===== config.mk =====
export PLATFORM = sky130hd
export DESIGN_NAME = snn_ctrl
export DESIGN_NICKNAME = d
export VERILOG_FILES = /design/src/rtl/snn_ctrl.sv
export SDC_FILE = /design/constraint.sdc
export NUM_CORES = 1
export LEC_CHECK = 0
export BUFFER_PORTS_ARGS = -buffer_cell sky130_fd_sc_hd__buf_2
export CORE_MARGIN = 4
export CORE_UTILIZATION = 59
export DETAILED_ROUTE_END_ITERATION = 12
export HOLD_SLACK_MARGIN = 0.06
export PLACE_DENSITY = 0.85
export SLEW_MARGIN = 20
export SYNTH_ARGS = -nofsm -noshare
export SYNTH_HDL_FRONTEND = slang
export SYNTH_SLANG_ARGS = --single-unit

===== constraint.sdc =====
create_clock -name clk -period 3.3 [get_ports clk]
set_input_delay 0.33 -clock clk [delete_from_list [all_inputs] [get_ports clk]]
set_output_delay 0.33 -clock clk [all_outputs]
set_load 0.03 [all_outputs]

===== src/rtl/snn_ctrl.sv =====
// Sequencer for the SNN classifier. It loads one binary image from the UART into the
// image RAM, runs the core, and reports the digit on the LEDs and back over the UART.
module snn_ctrl #(
  parameter int unsigned NUM_BYTES   = 98,
  parameter int unsigned ADDR_W      = 7,
  parameter int unsigned TIMEOUT_CYC = 52080,
  parameter int unsigned TO_W        = 16
) (
  input  logic              clk,
  input  logic              sys_rst,
  input  logic              rx_rdy,
  input  logic [7:0]        rx_data,
  output logic              ram_we,
  output logic [ADDR_W-1:0] ram_addr,
  output logic [7:0]        ram_wdata,
  output logic              core_start,
  input  logic              core_done,
  input  logic [3:0]        core_digit,
  input  logic              tx_rdy,
  output logic              tx_start,
  output logic [7:0]        tx_data,
  output logic              busy,
  output logic [7:0]        led
);

  localparam logic [2:0] S_IDLE  = 3'd0;
  localparam logic [2:0] S_LOAD  = 3'd1;
  localparam logic [2:0] S_START = 3'd2;
  localparam logic [2:0] S_WAIT  = 3'd3;
  localparam logic [2:0] S_TX    = 3'd4;

  localparam logic [ADDR_W-1:0] LAST_ADDR = ADDR_W'(NUM_BYTES - 1);
  localparam logic [TO_W-1:0]   TO_LAST   = TO_W'(TIMEOUT_CYC - 1);

  logic [2:0]        state_q, state_d;
  logic [ADDR_W-1:0] cnt_q, cnt_d;
  logic [TO_W-1:0]   to_q, to_d;
  logic              ram_we_q, ram_we_d;
  logic [ADDR_W-1:0] ram_addr_q, ram_addr_d;
  logic [7:0]        ram_wdata_q, ram_wdata_d;
  logic              core_start_q, core_start_d;
  logic              tx_start_q, tx_start_d;
  logic [7:0]        tx_data_q, tx_data_d;
  logic              busy_q, busy_d;
  logic [3:0]        digit_q, digit_d;
  logic              err_q, err_d;

  always_comb begin
    state_d      = state_q;
    cnt_d        = cnt_q;
    to_d         = to_q;
    ram_we_d     = 1'b0;
    ram_addr_d   = ram_addr_q;
    ram_wdata_d  = ram_wdata_q;
    core_start_d = 1'b0;
    tx_start_d   = 1'b0;
    tx_data_d    = tx_data_q;
    busy_d       = 1'b0;
    digit_d      = digit_q;
    err_d        = err_q;

    case (state_q)
      S_IDLE: begin
        if (rx_rdy) begin
          ram_we_d    = 1'b1;
          ram_addr_d  = '0;
          ram_wdata_d = rx_data;
          cnt_d       = ADDR_W'(1);
          to_d        = '0;
          state_d     = S_LOAD;
        end
      end
      S_LOAD: begin
        // A byte arriving in the terminal-count cycle takes priority over the timeout.
        if (rx_rdy) begin
          ram_we_d    = 1'b1;
          ram_addr_d  = cnt_q;
          ram_wdata_d = rx_data;
          to_d        = '0;
          if (cnt_q == LAST_ADDR) begin
            cnt_d   = '0;
            state_d = S_START;
          end else begin
            cnt_d = cnt_q + 1'b1;
          end
        end else if (to_q == TO_LAST) begin
          to_d    = '0;
          cnt_d   = '0;
          err_d   = 1'b1;
          state_d = S_IDLE;
        end else begin
          to_d = to_q + 1'b1;
        end
      end
      S_START: begin
        core_start_d = 1'b1;
        busy_d       = 1'b1;
        if (rx_rdy) err_d = 1'b1;
        state_d = S_WAIT;
      end
      S_WAIT: begin
        busy_d = 1'b1;
        if (rx_rdy) err_d = 1'b1;
        if (core_done) begin
          digit_d = core_digit;
          if (core_digit <= 4'd9) begin
            tx_data_d = 8'h30 + {4'h0, core_digit};
          end else begin
            tx_data_d = 8'h3F;
            err_d     = 1'b1;
          end
          state_d = S_TX;
        end
      end
      S_TX: begin
        busy_d = 1'b1;
        if (rx_rdy) err_d = 1'b1;
        if (tx_rdy) begin
          tx_start_d = 1'b1;
          state_d    = S_IDLE;
        end
      end
      default: state_d = S_IDLE;
    endcase
  end

  always_ff @(posedge clk) begin
    if (sys_rst) begin
      state_q      <= S_IDLE;
      cnt_q        <= '0;
      to_q         <= '0;
      ram_we_q     <= 1'b0;
      ram_addr_q   <= '0;
      ram_wdata_q  <= '0;
      core_start_q <= 1'b0;
      tx_start_q   <= 1'b0;
      tx_data_q    <= '0;
      busy_q       <= 1'b0;
      digit_q      <= '0;
      err_q        <= 1'b0;
    end else begin
      state_q      <= state_d;
      cnt_q        <= cnt_d;
      to_q         <= to_d;
      ram_we_q     <= ram_we_d;
      ram_addr_q   <= ram_addr_d;
      ram_wdata_q  <= ram_wdata_d;
      core_start_q <= core_start_d;
      tx_start_q   <= tx_start_d;
      tx_data_q    <= tx_data_d;
      busy_q       <= busy_d;
      digit_q      <= digit_d;
      err_q        <= err_d;
    end
  end

  assign ram_we     = ram_we_q;
  assign ram_addr   = ram_addr_q;
  assign ram_wdata  = ram_wdata_q;
  assign core_start = core_start_q;
  assign tx_start   = tx_start_q;
  assign tx_data    = tx_data_q;
  assign busy       = busy_q;
  assign led        = {err_q, 3'b000, digit_q};

endmodule


==> flow_summary.html, run 1 <==
<table>
<tr><th>Metric</th><th>Value</th></tr>
<tr><th colspan="2">STA</th></tr>
<tr><td>Final-report hold violation count</td><td>0</td></tr>
<tr><td>Headroom to the max-slew limit</td><td>0.327</td></tr>
<tr><td>Setup repair after global routing missed its margin</td><td>no</td></tr>
<tr><td>Setup clock skew after layout</td><td>6.38 ps</td></tr>
<tr><td>Minimum period implied by the final worst setup slack</td><td>2460 ps</td></tr>
<tr><td>Transition time at the pin with the least slew margin</td><td>1010 ps</td></tr>
<tr><td>Maximum operating frequency</td><td>407 MHz</td></tr>
<tr><td>Post-route fraction of the period consumed by the critical path</td><td>0.745</td></tr>
<tr><td>Fin worst setup slack</td><td>841 ps</td></tr>
<tr><td>Total of endpoints with negative setup slack in the final report</td><td>0</td></tr>
<tr><td>Fin Setup TNS</td><td>0 ps</td></tr>
<tr><td>Final-report max-slew violation count</td><td>0</td></tr>
<tr><th colspan="2">Min path</th></tr>
<tr><td>HP Start</td><td>rx_data[7]</td></tr>
<tr><td>Worst hold path type</td><td>input pin to flip-flop</td></tr>
<tr><th colspan="2">Worst setup path</th></tr>
<tr><td>Crit path required time</td><td>3500 ps</td></tr>
<tr><td>Kind of critical path</td><td>flip-flop to flip-flop</td></tr>
<tr><td>Data arrival time at the worst-slack endpoint</td><td>2660 ps</td></tr>
<tr><td>Max FO, Critical Path</td><td>19</td></tr>
<tr><td>Launch point of the worst path</td><td>state_q[0]$_SDFFE_PP0P_</td></tr>
<tr><td>Reg2reg start</td><td>state_q[0]$_SDFFE_PP0P_</td></tr>
<tr><td>Worst Setup Start Kind</td><td>flip-flop</td></tr>
<tr><td>Sort of element at the end of the critical path</td><td>flip-flop</td></tr>
<tr><th colspan="2">Finish</th></tr>
<tr><td>Fraction of the core area covered by cells at the end of the flow</td><td>0.692</td></tr>
<tr><td>Share of post-route cells with drive strength above 1</td><td>0.174</td></tr>
<tr><td>Finished Layout Cells</td><td>401</td></tr>
<tr><td>N_diodes</td><td>0</td></tr>
<tr><td>Net total in the final layout</td><td>370</td></tr>
<tr><td>Cell area after layout</td><td>2870 um^2</td></tr>
<tr><td>Area growth from synthesis to layout</td><td>9.88%</td></tr>
<tr><th colspan="2">Detailed routing</th></tr>
<tr><td>Top metal layer carrying routed signals</td><td>met4</td></tr>
<tr><td>Met2 layer wire length in the routed design</td><td>2.88 mm</td></tr>
<tr><td>Via-to-Cell Ratio</td><td>6.05</td></tr>
<tr><td>DRC errors left</td><td>0</td></tr>
<tr><td>DRT met1 WL</td><td>2.50 mm</td></tr>
<tr><td>Detail Route Antenna Nets</td><td>0</td></tr>
<tr><td>Vias</td><td>2427</td></tr>
<tr><td>Detail Route met3 WL</td><td>324 um</td></tr>
<tr><td>First-pass DRT Iterations</td><td>5</td></tr>
<tr><td>Total routed wirelength</td><td>5.76 mm</td></tr>
<tr><td>Post-DR wirelength/cell</td><td>14.4 um</td></tr>
<tr><td>Number of DRC markers in iteration 0</td><td>227</td></tr>
<tr><th colspan="2">GRT</th></tr>
<tr><td>Global-route wire length before repair</td><td>9.64 mm</td></tr>
<tr><td>Maximum number of pins on one net before global-route repair</td><td>59</td></tr>
<tr><td>Via count of the first global-routing pass</td><td>2143</td></tr>
<tr><td>Grt ovf</td><td>0</td></tr>
<tr><td>Global routing usage summed across all routing layers</td><td>0.216</td></tr>
<tr><td>Number of antenna violations at the first check in global routing</td><td>0</td></tr>
<tr><th colspan="2">Synthesis</th></tr>
<tr><td>Share of async-settable or async-resettable flops after synthesis</td><td>0</td></tr>
<tr><td>Syn Inst Count</td><td>321</td></tr>
<tr><td>Yosys warning count</td><td>0</td></tr>
<tr><td>Combined area of all synthesized cells</td><td>2610 um^2</td></tr>
<tr><td>Dominant synthesized flop cell</td><td>sky130_fd_sc_hd__dfxtp_1</td></tr>
<tr><td>Fraction of the yosys area taken by sequential cells</td><td>0.422</td></tr>
<tr><td>Synthesis-stage register bit count</td><td>55</td></tr>
<tr><td>Cell type with the largest total area after synthesis</td><td>sky130_fd_sc_hd__dfxtp_1</td></tr>
<tr><td>Syn Area/Cell</td><td>8.13 um^2</td></tr>
<tr><td>EDFF count, synth</td><td>0</td></tr>
<tr><td>Share of the synthesized area in the top cell type</td><td>0.422</td></tr>
<tr><td>Count of distinct cell types in the synthesized netlist</td><td>48</td></tr>
<tr><td>Cells taking the most area after synthesis</td><td>sky130_fd_sc_hd__dfxtp_1 42%, sky130_fd_sc_hd__nand2_1 7.6%, sky130_fd_sc_hd__a21oi_1 5.8%</td></tr>
<tr><th colspan="2">CTS</th></tr>
<tr><td>Number of clock sinks seen by CTS</td><td>55</td></tr>
<tr><td>Clock-pin slew reported for the worst setup and hold paths after clock tree synthesis</td><td>100 ps</td></tr>
<tr><td>Clk Latency, worst-skew pair</td><td>300 ps</td></tr>
<tr><td>CTS hold repair buffers</td><td>0</td></tr>
<tr><td>CTS tree</td><td>done</td></tr>
<tr><td>Post-CTS Repair Setup Buffers</td><td>0</td></tr>
<tr><td>CTS H-Tree Depth</td><td>2</td></tr>
<tr><td>Number of buffers created by CTS</td><td>5</td></tr>
<tr><td>Maximum buffer depth of the clock tree</td><td>2</td></tr>
<tr><td>Clock root buffer</td><td>sky130_fd_sc_hd__clkbuf_8</td></tr>
<tr><td>Cells resized by post-CTS repair</td><td>0</td></tr>
<tr><th colspan="2">Placed design</th></tr>
<tr><td>Detail Placement HPWL</td><td>4.12 mm</td></tr>
<tr><td>Number of buffer cells added on primary ports</td><td>46</td></tr>
<tr><td>Placed Cells incl. Taps</td><td>393</td></tr>
<tr><td>Placement Cell Area</td><td>2770 um^2</td></tr>
<tr><td>Final weighted congestion in routability-driven placement</td><td>0.915</td></tr>
<tr><td>DP Worst Slack</td><td>889 ps</td></tr>
<tr><th colspan="2">Pwr</th></tr>
<tr><td>VDD IR-drop max</td><td>0.315 mV</td></tr>
<tr><td>Pwr/cell area</td><td>423 nW/um^2</td></tr>
<tr><td>Static Leak</td><td>1.03 nW</td></tr>
<tr><th colspan="2">Floorplan</th></tr>
<tr><td>Area of the die</td><td>5550 um^2</td></tr>
<tr><td>Die outline height</td><td>74.5 um</td></tr>
<tr><td>Horiz. Die Dim</td><td>74.5 um</td></tr>
<tr><td>Num ports</td><td>52</td></tr>
<tr><td>Starting density of the core</td><td>0.630</td></tr>
<tr><td>Cell Rows</td><td>23</td></tr>
<tr><td>Core region area</td><td>4140 um^2</td></tr>
<tr><th colspan="2">Run</th></tr>
<tr><td>Count of maximum capacitance violations</td><td>0</td></tr>
<tr><th colspan="2">Status</th></tr>
<tr><td>Status</td><td>finished clean</td></tr>
</table>
[critical path: stages, from the launching register on]
cell and delay [ps]:
sky130_fd_sc_hd__dfxtp_1 690, sky130_fd_sc_hd__or3b_2 550, sky130_fd_sc_hd__nor2_1 430, sky130_fd_sc_hd__buf_4 290, sky130_fd_sc_hd__nand2_1 80, sky130_fd_sc_hd__o311ai_0 310
[layer usage]
layer	global-route usage	vias up
li1	-	1213
met1	0.277	1129
met2	0.371	77
met3	0.0365	8
met4	0.0672	0
met5	0	-
[per-stage QoR]
stage               power [W]  hold WS [ps]
finish                0.00121           259
global route          0.00127           259
CTS                   0.00122           254
detailed placement   0.000847           443
global placement     0.000844           437
floorplan            0.000817           456
[final timing paths]
check	endpoint	slack (ps)	cells after the start
setup / recovery	to_q[13]$_SDFFE_PP0P_	840	5
hold / removal	ram_wdata[7]$_SDFFE_PP0P_	260	3
setup reg to reg	to_q[13]$_SDFFE_PP0P_	840	5
hold reg to reg	ram_wdata[7]$_SDFFE_PP0P_	450	2
[placed cells by master, fill, tap and decap left out, drive strengths merged, types with 2 or more instances in the layout]
cell and instances:
nand2b 5, nor2 17, xnor2 2, nand2 53, buf 48, inv 7
a311oi 3, or2 2, or3b 2, a221oi 3, nand4 11, o211ai 3
o31ai 4, clkbuf 7, mux2i 2, nand3 17, nor3 12, a31oi 7
conb 5, dfxtp 55, or4 5, a211oi 7, a21oi 31, o21ai 4
nor4 5, or4b 2, o21a 2, and3 2, ha 3, or3 5
nand4b 7
[cell type report]
class                           count  area, um^2
Timing Repair Buffer               48         245
Clock inverter                      1        8.76
Inverter                            7        26.3
Sequential cell                    55        1100
Clock buffer                        7        86.3
Multi-Input combinational cell    233        1340
Tap cell                           50        62.6
Fill cell                         374        1280
[flip-flops by register name, summed over array words and instances (netlist names)]
signal / flops
ram_we: 1
to_q: 16
state_q: 3
busy: 1
ram_addr: 7
tx_start: 1
ram_wdata: 8
err_q: 1
tx_data: 5
core_start: 1
digit_q: 4
cnt_q: 7
[cell families (layout without fill, tap and decap cells)]
| family | count (synthesis) | in the layout | synth area share |
|---|---|---|---|
| xor+xnor | 2 | 2 | 0.00672 |
| buf+inv | 37 | 63 | 0.0715 |
| simple gates | 151 | 151 | 0.303 |
| mux | 2 | 2 | 0.00767 |
| other cells | 1 | 5 | 0.00144 |
| compound gates | 70 | 70 | 0.173 |
| flops | 55 | 55 | 0.422 |
| fa+ha+maj | 3 | 3 | 0.0144 |
[power breakdown]
| group | internal, W | switching, W | total (W) | leakage, nW |
|---|---|---|---|---|
| combinational | 0.0000407 | 0.0000971 | 0.000138 | 0.535 |
| clock | 0.000172 | 0.000208 | 0.000380 | 0.0484 |
| sequential | 0.000678 | 0.0000170 | 0.000695 | 0.446 |
| total | 0.000891 | 0.000322 | 0.00121 | 1.03 |
[cells in the mapped netlist, types with 7 or more instances]
cell	n
sky130_fd_sc_hd__nor2_1	17
sky130_fd_sc_hd__a31oi_1	7
sky130_fd_sc_hd__a21oi_1	30
sky130_fd_sc_hd__nand3_1	17
sky130_fd_sc_hd__inv_1	7
sky130_fd_sc_hd__nand4b_1	7
sky130_fd_sc_hd__a211oi_1	7
sky130_fd_sc_hd__dfxtp_1	55
sky130_fd_sc_hd__nand4_1	11
sky130_fd_sc_hd__nor3_1	12
sky130_fd_sc_hd__nand2_1	53
sky130_fd_sc_hd__clkbuf_1	16
sky130_fd_sc_hd__buf_4	7
No activity file was read; power rests on OpenSTA's default activity.
==> run 2: changes to the inputs <==
ABC_AREA = 1   (was default)
CORE_UTILIZATION = 49   (was 59)
PLACE_DENSITY = 0.75   (was 0.85)
clock period = 2.2 ns   (was 3.3 ns; I/O delays follow)
==> run 2 against run 1 <==
Compared with the run above: sequential share of layout area shrank 2.0 points; area after synthesis grew 2.7%; cell count grew 23%; combinational power grew to 4.7 times the previous value; first-iteration DRC count shrank 61%; power grew 97%; critical path depth grew 5; non-clock buffer count shrank 1; hold slack lost 130 ps; via count grew 1.6%; clock-buffer cell count shrank 1; clock power grew 59%; largest cell class unchanged; largest power group unchanged.
==> flow_summary.html, run 2 <==
<table>
<tr><th>Metric</th><th>Value</th></tr>
<tr><th colspan="2">Status</th></tr>
<tr><td>Status</td><td>finished clean</td></tr>
<tr><th colspan="2">GRT</th></tr>
<tr><td>Number of antenna violations at the first check in global routing</td><td>0 (unchanged)</td></tr>
<tr><td>Global routing usage summed across all routing layers</td><td>0.189 (-0.0272)</td></tr>
<tr><td>Via count of the first global-routing pass</td><td>2396 (+12%)</td></tr>
<tr><td>Maximum number of pins on one net before global-route repair</td><td>28 (-53%)</td></tr>
<tr><td>Grt ovf</td><td>0 (unchanged)</td></tr>
<tr><td>Global-route wire length before repair</td><td>10.1 mm (+5.2%)</td></tr>
<tr><th colspan="2">Worst setup path</th></tr>
<tr><td>Worst Setup Start Kind</td><td>flip-flop</td></tr>
<tr><td>Reg2reg setup slack</td><td>590 ps (-250 ps)</td></tr>
<tr><td>Kind of critical path</td><td>flip-flop to flip-flop</td></tr>
<tr><td>Crit path to</td><td>cnt_q[1]$_SDFFE_PP0P_</td></tr>
<tr><td>Crit path required time</td><td>2400 ps (-1100 ps)</td></tr>
<tr><td>Logic depth of the worst register-to-register path</td><td>10 (+5)</td></tr>
<tr><td>Sort of element at the end of the critical path</td><td>flip-flop</td></tr>
<tr><td>Capture instance of the worst register-to-register path</td><td>cnt_q[1]$_SDFFE_PP0P_</td></tr>
<tr><td>Max FO, Critical Path</td><td>13 (-6)</td></tr>
<tr><td>Data arrival time at the worst-slack endpoint</td><td>1810 ps (-850 ps)</td></tr>
<tr><td>Launch point of the worst path</td><td>to_q[0]$_SDFFE_PP0P_</td></tr>
<tr><td>Reg2reg start</td><td>to_q[0]$_SDFFE_PP0P_</td></tr>
<tr><th colspan="2">CTS</th></tr>
<tr><td>Number of buffers created by CTS</td><td>5 (unchanged)</td></tr>
<tr><td>CTS tree</td><td>done</td></tr>
<tr><td>CTS hold repair buffers</td><td>0 (unchanged)</td></tr>
<tr><td>Maximum buffer depth of the clock tree</td><td>2 (unchanged)</td></tr>
<tr><td>Clock root buffer</td><td>sky130_fd_sc_hd__clkbuf_8</td></tr>
<tr><td>Post-CTS Repair Setup Buffers</td><td>0 (unchanged)</td></tr>
<tr><td>CTS H-Tree Depth</td><td>2 (unchanged)</td></tr>
<tr><td>Clock-pin slew reported for the worst setup and hold paths after clock tree synthesis</td><td>100 ps (about the same)</td></tr>
<tr><td>Clk Latency, worst-skew pair</td><td>310 ps (about the same)</td></tr>
<tr><td>Number of clock sinks seen by CTS</td><td>55 (unchanged)</td></tr>
<tr><td>Cells resized by post-CTS repair</td><td>0 (unchanged)</td></tr>
<tr><th colspan="2">STA</th></tr>
<tr><td>Fin Setup TNS</td><td>0 ps (unchanged)</td></tr>
<tr><td>Headroom to the max-slew limit</td><td>0.599 (+0.272)</td></tr>
<tr><td>Minimum period implied by the final worst setup slack</td><td>1610 ps (-850 ps)</td></tr>
<tr><td>Transition time at the pin with the least slew margin</td><td>601 ps (-405 ps)</td></tr>
<tr><td>Total of endpoints with negative setup slack in the final report</td><td>0 (unchanged)</td></tr>
<tr><td>Post-route fraction of the period consumed by the critical path</td><td>0.731 (-0.0138)</td></tr>
<tr><td>Setup clock skew after layout</td><td>10.3 ps (+3.89 ps)</td></tr>
<tr><td>Final-report max-slew violation count</td><td>0 (unchanged)</td></tr>
<tr><td>Maximum operating frequency</td><td>621 MHz (+53%)</td></tr>
<tr><td>Setup repair after global routing missed its margin</td><td>no</td></tr>
<tr><td>Final-report hold violation count</td><td>0 (unchanged)</td></tr>
<tr><th colspan="2">Min path</th></tr>
<tr><td>Hold Path Stages</td><td>3 (unchanged)</td></tr>
<tr><td>Worst hold path type</td><td>input pin to flip-flop</td></tr>
<tr><th colspan="2">Synthesis</th></tr>
<tr><td>Share of async-settable or async-resettable flops after synthesis</td><td>0 (unchanged)</td></tr>
<tr><td>Cell type with the largest total area after synthesis</td><td>sky130_fd_sc_hd__dfxtp_1</td></tr>
<tr><td>Fraction of the yosys area taken by sequential cells</td><td>0.411 (-0.0112)</td></tr>
<tr><td>Yosys warning count</td><td>0 (unchanged)</td></tr>
<tr><td>Syn Inst Count</td><td>380 (+18%)</td></tr>
<tr><td>Top cells by count, synth</td><td>84 x sky130_fd_sc_hd__nand2_1, 66 x sky130_fd_sc_hd__nor2_1, 55 x sky130_fd_sc_hd__dfxtp_1</td></tr>
<tr><td>Cells taking the most area after synthesis</td><td>sky130_fd_sc_hd__dfxtp_1 41%, sky130_fd_sc_hd__nand2_1 12%, sky130_fd_sc_hd__nor2_1 9.2%</td></tr>
<tr><td>EDFF count, synth</td><td>0 (unchanged)</td></tr>
<tr><td>Most frequently used cell type in the post-synthesis netlist</td><td>sky130_fd_sc_hd__nand2_1</td></tr>
<tr><td>Share of the synthesized area in the top cell type</td><td>0.411 (-0.0112)</td></tr>
<tr><td>Dominant synthesized flop cell</td><td>sky130_fd_sc_hd__dfxtp_1</td></tr>
<tr><td>Combined area of all synthesized cells</td><td>2680 um^2 (+2.7%)</td></tr>
<tr><td>Synthesis-stage register bit count</td><td>55 (unchanged)</td></tr>
<tr><td>Syn Area/Cell</td><td>7.05 um^2 (-13%)</td></tr>
<tr><td>Count of distinct cell types in the synthesized netlist</td><td>32 (-33%)</td></tr>
<tr><th colspan="2">Finish</th></tr>
<tr><td>N_diodes</td><td>0 (unchanged)</td></tr>
<tr><td>Area growth from synthesis to layout</td><td>12.8%</td></tr>
<tr><td>Largest register FFs</td><td>16 (unchanged)</td></tr>
<tr><td>Share of post-route cells with drive strength above 1</td><td>0.186 (+0.0121)</td></tr>
<tr><td>Commonest non-fill, non-tap cells in the layout</td><td>84 x sky130_fd_sc_hd__nand2_1, 66 x sky130_fd_sc_hd__nor2_1, 55 x sky130_fd_sc_hd__dfxtp_1</td></tr>
<tr><td>Top register by number of flip-flops</td><td>to_q</td></tr>
<tr><td>Most common cell after layout, fill and taps aside</td><td>sky130_fd_sc_hd__nand2_1</td></tr>
<tr><td>Net total in the final layout</td><td>444 (+20%)</td></tr>
<tr><th colspan="2">Pwr</th></tr>
<tr><td>Power share of the clock group</td><td>0.252 (-0.061)</td></tr>
<tr><td>Comb pwr share</td><td>0.272 (+0.158)</td></tr>
<tr><td>Final total power</td><td>0.00239 W (+97%)</td></tr>
<tr><td>Static Leak</td><td>1.33 nW (+29%)</td></tr>
<tr><td>Sw frac</td><td>0.362 (+0.0971)</td></tr>
<tr><td>Int Pwr</td><td>0.00153 W (+71%)</td></tr>
<tr><td>Switch Pwr</td><td>0.000867 W (+170%)</td></tr>
<tr><td>Pwr/cell area</td><td>791 nW/um^2 (+87%)</td></tr>
<tr><td>VDD IR-drop max</td><td>0.525 mV (+66%)</td></tr>
<tr><td>Portion of total power attributed to sequential cells</td><td>0.476 (-0.097)</td></tr>
<tr><th colspan="2">Detailed routing</th></tr>
<tr><td>Number of DRC markers in iteration 0</td><td>89 (-61%)</td></tr>
<tr><td>Post-DR wirelength/cell</td><td>11.5 um (-20%)</td></tr>
<tr><td>Via-to-Cell Ratio</td><td>4.98 (-18%)</td></tr>
<tr><td>First-pass DRT Iterations</td><td>4 (-1)</td></tr>
<tr><td>Total routed wirelength</td><td>5.68 mm (-1.4%)</td></tr>
<tr><td>Vias</td><td>2466 (+1.6%)</td></tr>
<tr><td>Detail Route Antenna Nets</td><td>0 (unchanged)</td></tr>
<tr><td>DRC errors left</td><td>0 (unchanged)</td></tr>
<tr><th colspan="2">Placed design</th></tr>
<tr><td>Detail Placement HPWL</td><td>4.18 mm (+1.6%)</td></tr>
<tr><td>Final weighted congestion in routability-driven placement</td><td>0.866 (-5.3%)</td></tr>
<tr><td>Number of buffer cells added on primary ports</td><td>46 (unchanged)</td></tr>
<tr><th colspan="2">Floorplan</th></tr>
<tr><td>Area of the die</td><td>6720 um^2 (+21%)</td></tr>
<tr><td>Horiz. Die Dim</td><td>82.0 um (+10%)</td></tr>
<tr><td>Core region area</td><td>5200 um^2 (+26%)</td></tr>
<tr><td>Cell Rows</td><td>26 (+13%)</td></tr>
<tr><td>Die outline height</td><td>82.0 um (+10%)</td></tr>
<tr><td>Num ports</td><td>52 (unchanged)</td></tr>
<tr><td>Starting density of the core</td><td>0.515 (-0.115)</td></tr>
<tr><th colspan="2">Run</th></tr>
<tr><td>Count of maximum capacitance violations</td><td>0 (unchanged)</td></tr>
</table>
-- run 2: cell types whose count changed after synthesis, moves of 5 or more --
| cell | previous run | this run |
|---|---|---|
| sky130_fd_sc_hd__nand2b_1 | 5 | 0 |
| sky130_fd_sc_hd__clkbuf_1 | 16 | 4 |
| sky130_fd_sc_hd__buf_2 | 5 | 0 |
| sky130_fd_sc_hd__a31oi_1 | 7 | 0 |
| sky130_fd_sc_hd__nand4b_1 | 7 | 0 |
| sky130_fd_sc_hd__inv_1 | 7 | 33 |
| sky130_fd_sc_hd__nor4_1 | 5 | 0 |
| sky130_fd_sc_hd__nor2_1 | 17 | 66 |
| sky130_fd_sc_hd__o21ai_0 | 4 | 14 |
| sky130_fd_sc_hd__a211oi_1 | 7 | 0 |
| sky130_fd_sc_hd__nand2_1 | 53 | 84 |
| sky130_fd_sc_hd__nand3_1 | 17 | 27 |
| sky130_fd_sc_hd__or3_1 | 5 | 0 |
-- run 2: layout make-up --
cell class,count,area (um^2)
Fill cell,507,2180
Multi-Input combinational cell,277,1350
Sequential cell,55,1100
Timing Repair Buffer,47,238
Inverter,38,145
Tap cell,70,87.6
Clock buffer,6,82.6
Clock inverter,2,18.8
-- run 2: worst min-delay path by stage --
stage,slack (ps),startpoint,to
3_5_place_dp,440,err_q$_SDFFE_PP0P_,err_q$_SDFFE_PP0P_
4_1_cts,120,rx_data[7],ram_wdata[7]$_SDFFE_PP0P_
3_3_place_gp,440,err_q$_SDFFE_PP0P_,err_q$_SDFFE_PP0P_
6_report,130,rx_data[1],ram_wdata[1]$_SDFFE_PP0P_
2_1_floorplan,350,core_digit[0],tx_data[0]$_SDFFE_PP0P_
5_1_grt,120,rx_data[1],ram_wdata[1]$_SDFFE_PP0P_
-- run 2: routing by layer --
metal | routed length [um] | track usage
met3 | 289 | 0.0384
met5 | 0 | 0
met2 | 2660 | 0.319
met1 | 2700 | 0.236
met4 | 36 | 0.0698
-- run 2: worst max-delay path, stage by stage (launching register included) --
cell and delay, ps:
sky130_fd_sc_hd__dfxtp_1 390, sky130_fd_sc_hd__ha_1 190, sky130_fd_sc_hd__nand2_1 110, sky130_fd_sc_hd__inv_1 90
sky130_fd_sc_hd__nand2_1 50, sky130_fd_sc_hd__nor2_1 100, sky130_fd_sc_hd__nand2_1 90, sky130_fd_sc_hd__nand2_2 130
sky130_fd_sc_hd__nand2_4 100, sky130_fd_sc_hd__nand2_4 170, sky130_fd_sc_hd__o21ai_0 100
-- run 2: kinds of logic after synthesis --
family                     synth area share
AOI/OAI and AO/OA                    0.0952
and+or+nand+nor                       0.375
adders and majority gates            0.0140
buffers and inverters                0.0906
other                               0.00140
xor gates and xnor gates             0.0131
DFF                                   0.411
-- run 2: power by group through the flow --
stage	clock [W]	sequential, W	combinational, W
CTS	0.000622	0.00114	0.000656
detailed placement	0	0.00116	0.000652
finish	0.000603	0.00114	0.000651
global placement	0	0.00116	0.000645
global route	0.000656	0.00115	0.000732
floorplan	0	0.00125	0.000436
-- run 2: per-stage QoR --
stage,worst slack [ps],area [um^2],instances,util,hold WS (ps)
final,591,3020,495,0.581,130
after global routing,366,3020,495,0.581,120
after CTS,600,3020,495,0.581,119
after detailed placement,629,2920,487,0.562,438
after global placement,698,2920,487,0.562,438
after floorplan,807,2700,384,-,347
==> run 3: changes to the inputs <==
clock period = 1.33 ns   (was 2.2 ns; I/O delays follow)
==> run 3 against run 2 <==
Compared with the run above: the flow now finishes with violations (setup timing); register-to-register slack got worse by 660 ps; cell area increased by 25%; clock power up 71%; cell count grew 12%; largest power group unchanged.
==> flow_summary.html, run 3 (synthesized netlist as in run 2, its figures left out) <==
<table>
<tr><th>Metric</th><th>Value</th></tr>
<tr><th colspan="2">Finish</th></tr>
<tr><td>N_diodes</td><td>0 (unchanged)</td></tr>
<tr><td>Largest register FFs</td><td>16 (unchanged)</td></tr>
<tr><td>Top register by number of flip-flops</td><td>to_q</td></tr>
<tr><td>Net total in the final layout</td><td>503 (+13%)</td></tr>
<tr><td>Share of post-route cells with drive strength above 1</td><td>0.370 (+0.184)</td></tr>
<tr><td>Most common cell after layout, fill and taps aside</td><td>sky130_fd_sc_hd__nand2_1</td></tr>
<tr><td>Fraction of the core area covered by cells at the end of the flow</td><td>0.725 (+0.144)</td></tr>
<tr><td>Cell area after layout</td><td>3780 um^2 (+25%)</td></tr>
<tr><td>Commonest non-fill, non-tap cells in the layout</td><td>78 x sky130_fd_sc_hd__nand2_1, 47 x sky130_fd_sc_hd__nor2_1, 46 x sky130_fd_sc_hd__buf_2, 46 x sky130_fd_sc_hd__buf_4, 45 x sky130_fd_sc_hd__dfxtp_1</td></tr>
<tr><td>Area growth from synthesis to layout</td><td>40.9%</td></tr>
<tr><th colspan="2">Detailed routing</th></tr>
<tr><td>Post-DR wirelength/cell</td><td>13.4 um (+17%)</td></tr>
<tr><td>DRC errors left</td><td>0 (unchanged)</td></tr>
<tr><td>First-pass DRT Iterations</td><td>4 (unchanged)</td></tr>
<tr><td>Via-to-Cell Ratio</td><td>5.11 (+2.5%)</td></tr>
<tr><td>Number of DRC markers in iteration 0</td><td>177 (+99%)</td></tr>
<tr><td>Detail Route Antenna Nets</td><td>0 (unchanged)</td></tr>
<tr><td>Total routed wirelength</td><td>7.41 mm (+30%)</td></tr>
<tr><td>Vias</td><td>2829 (+15%)</td></tr>
<tr><th colspan="2">GRT</th></tr>
<tr><td>Maximum number of pins on one net before global-route repair</td><td>28 (unchanged)</td></tr>
<tr><td>Global routing usage summed across all routing layers</td><td>0.225 (+0.0360)</td></tr>
<tr><td>Grt ovf</td><td>0 (unchanged)</td></tr>
<tr><td>Global-route wire length before repair</td><td>11.9 mm (+17%)</td></tr>
<tr><td>Number of antenna violations at the first check in global routing</td><td>0 (unchanged)</td></tr>
<tr><td>Via count of the first global-routing pass</td><td>2650 (+11%)</td></tr>
<tr><th colspan="2">Worst setup path</th></tr>
<tr><td>Worst Setup Start Kind</td><td>flip-flop</td></tr>
<tr><td>Crit path to</td><td>state_q[1]$_SDFFE_PP0P_</td></tr>
<tr><td>Crit path required time</td><td>1550 ps (-850 ps)</td></tr>
<tr><td>Max FO, Critical Path</td><td>4 (-9)</td></tr>
<tr><td>Launch point of the worst path</td><td>to_q[0]$_SDFFE_PP0P_</td></tr>
<tr><td>Capture instance of the worst register-to-register path</td><td>state_q[1]$_SDFFE_PP0P_</td></tr>
<tr><td>Reg2reg start</td><td>to_q[0]$_SDFFE_PP0P_</td></tr>
<tr><td>Sort of element at the end of the critical path</td><td>flip-flop</td></tr>
<tr><td>Kind of critical path</td><td>flip-flop to flip-flop</td></tr>
<tr><td>Data arrival time at the worst-slack endpoint</td><td>1620 ps (-190 ps)</td></tr>
<tr><td>Logic depth of the worst register-to-register path</td><td>11 (+1)</td></tr>
<tr><td>Reg2reg setup slack</td><td>-70 ps (-660 ps)</td></tr>
<tr><th colspan="2">STA</th></tr>
<tr><td>Minimum period implied by the final worst setup slack</td><td>1400 ps (-209 ps)</td></tr>
<tr><td>Transition time at the pin with the least slew margin</td><td>563 ps (-37.8 ps)</td></tr>
<tr><td>Maximum operating frequency</td><td>714 MHz (+15%)</td></tr>
<tr><td>Final-report hold violation count</td><td>0 (unchanged)</td></tr>
<tr><td>Setup clock skew after layout</td><td>8.26 ps (-2.01 ps)</td></tr>
<tr><td>Setup repair after global routing missed its margin</td><td>yes</td></tr>
<tr><td>Total of endpoints with negative setup slack in the final report</td><td>22 (+22)</td></tr>
<tr><td>Fin Setup TNS</td><td>-908 ps (-908 ps)</td></tr>
<tr><td>Final-report max-slew violation count</td><td>0 (unchanged)</td></tr>
<tr><td>Headroom to the max-slew limit</td><td>0.624 (+0.0252)</td></tr>
<tr><td>Post-route fraction of the period consumed by the critical path</td><td>1.05 (+0.321)</td></tr>
<tr><td>Fin worst setup slack</td><td>-70.2 ps (-661 ps)</td></tr>
<tr><th colspan="2">Min path</th></tr>
<tr><td>Worst hold path type</td><td>input pin to flip-flop</td></tr>
<tr><td>HP Start</td><td>core_digit[1]</td></tr>
<tr><th colspan="2">CTS</th></tr>
<tr><td>Clk Latency, worst-skew pair</td><td>320 ps (about the same)</td></tr>
<tr><td>CTS H-Tree Depth</td><td>2 (unchanged)</td></tr>
<tr><td>Maximum buffer depth of the clock tree</td><td>2 (unchanged)</td></tr>
<tr><td>Number of buffers created by CTS</td><td>5 (unchanged)</td></tr>
<tr><td>Clock-pin slew reported for the worst setup and hold paths after clock tree synthesis</td><td>100 ps (about the same)</td></tr>
<tr><td>CTS tree</td><td>done</td></tr>
<tr><td>Number of clock sinks seen by CTS</td><td>55 (unchanged)</td></tr>
<tr><td>Clock root buffer</td><td>sky130_fd_sc_hd__clkbuf_8</td></tr>
<tr><th colspan="2">Placed design</th></tr>
<tr><td>Final weighted congestion in routability-driven placement</td><td>0.875 (+1.0%)</td></tr>
<tr><td>Detail Placement HPWL</td><td>4.71 mm (+13%)</td></tr>
<tr><td>Number of buffer cells added on primary ports</td><td>46 (unchanged)</td></tr>
<tr><td>DP Worst Slack</td><td>-166 ps (-794 ps)</td></tr>
<tr><td>Placement Cell Area</td><td>3250 um^2 (+11%)</td></tr>
<tr><th colspan="2">Status</th></tr>
<tr><td>Violations in the final reports</td><td>setup timing</td></tr>
<tr><td>Status</td><td>finished, violations left</td></tr>
<tr><th colspan="2">Run</th></tr>
<tr><td>Count of maximum capacitance violations</td><td>0 (unchanged)</td></tr>
<tr><th colspan="2">Floorplan</th></tr>
<tr><td>Starting density of the core</td><td>0.515 (unchanged)</td></tr>
<tr><td>Horiz. Die Dim</td><td>82.0 um (unchanged)</td></tr>
<tr><td>Area of the die</td><td>6720 um^2 (unchanged)</td></tr>
<tr><td>Die outline height</td><td>82.0 um (unchanged)</td></tr>
<tr><td>Cell Rows</td><td>26 (unchanged)</td></tr>
<tr><td>Num ports</td><td>52 (unchanged)</td></tr>
<tr><td>Core region area</td><td>5200 um^2 (unchanged)</td></tr>
<tr><th colspan="2">Pwr</th></tr>
<tr><td>Final total power</td><td>0.00460 W (+92%)</td></tr>
<tr><td>Pwr/cell area</td><td>1220 nW/um^2 (+54%)</td></tr>
<tr><td>Static Leak</td><td>1.67 nW (+26%)</td></tr>
<tr><td>VDD IR-drop max</td><td>0.904 mV (+72%)</td></tr>
</table>
## run 3: worst max-delay path, cell delays in order, from the launching register on
cell	delay (ps)
sky130_fd_sc_hd__dfxtp_4	380
sky130_fd_sc_hd__ha_4	140
sky130_fd_sc_hd__nand2_4	70
sky130_fd_sc_hd__inv_2	50
sky130_fd_sc_hd__nand2_1	40
sky130_fd_sc_hd__nor2_1	80
sky130_fd_sc_hd__nand2_1	90
sky130_fd_sc_hd__nand2_2	150
sky130_fd_sc_hd__buf_6	130
sky130_fd_sc_hd__nand3b_1	70
sky130_fd_sc_hd__nand2_1	70
sky130_fd_sc_hd__nor2_1	50
## run 3: metrics by stage
| step | hold WS [ps] | instances |
|---|---|---|
| 3_5_place_dp | 363 | 528 |
| 3_3_place_gp | 353 | 528 |
| 4_1_cts | 60.7 | 548 |
| 5_1_grt | 84.8 | 554 |
| 2_1_floorplan | 260 | 384 |
| 6_report | 75.9 | 554 |
## run 3: final cells by class
| cell class | instances | area (um^2) |
|---|---|---|
| clock buffer | 6 | 82.6 |
| clock inverter | 2 | 20.0 |
| fill | 398 | 1430 |
| inverter | 38 | 155 |
| multi-input combinational | 279 | 1600 |
| sequential | 55 | 1130 |
| tap | 70 | 87.6 |
| timing repair buffer | 104 | 707 |
## run 3: layer usage
metal | up-vias | wire (um) | global-route usage
met5 | - | 0 | 0
met3 | 9 | 378 | 0.0603
met4 | 0 | 80 | 0.0482
met1 | 1313 | 3120 | 0.272
met2 | 80 | 3830 | 0.397
li1 | 1427 | - | -
## run 3: repair_timing
item,in CTS,in global routing
gates resized for setup,21,53
endpoints found under the hold margin,11,0
setup endpoints to repair,28,49
pin swaps,5,11
buffers inserted,1,5
cloned,1,1
hold buffers,10,0
## run 3: report_power, final
group	internal (W)	total (W)	switching (W)
registers	0.00179	0.00190	0.000101
logic	0.000640	0.00168	0.00104
clock network	0.000440	0.00103	0.000586
## run 3: how the worst min path moves through the flow
stage	end	slack, ps	cells after the start
after floorplan	tx_data[0]$_SDFFE_PP0P_	260	2
after global placement	ram_wdata[4]$_SDFFE_PP0P_	350	3
after detailed placement	ram_wdata[5]$_SDFFE_PP0P_	360	3
after CTS	tx_data[1]$_SDFFE_PP0P_	60	3
after global routing	tx_start$_SDFF_PP0_	80	3
final	tx_data[1]$_SDFFE_PP0P_	80	3
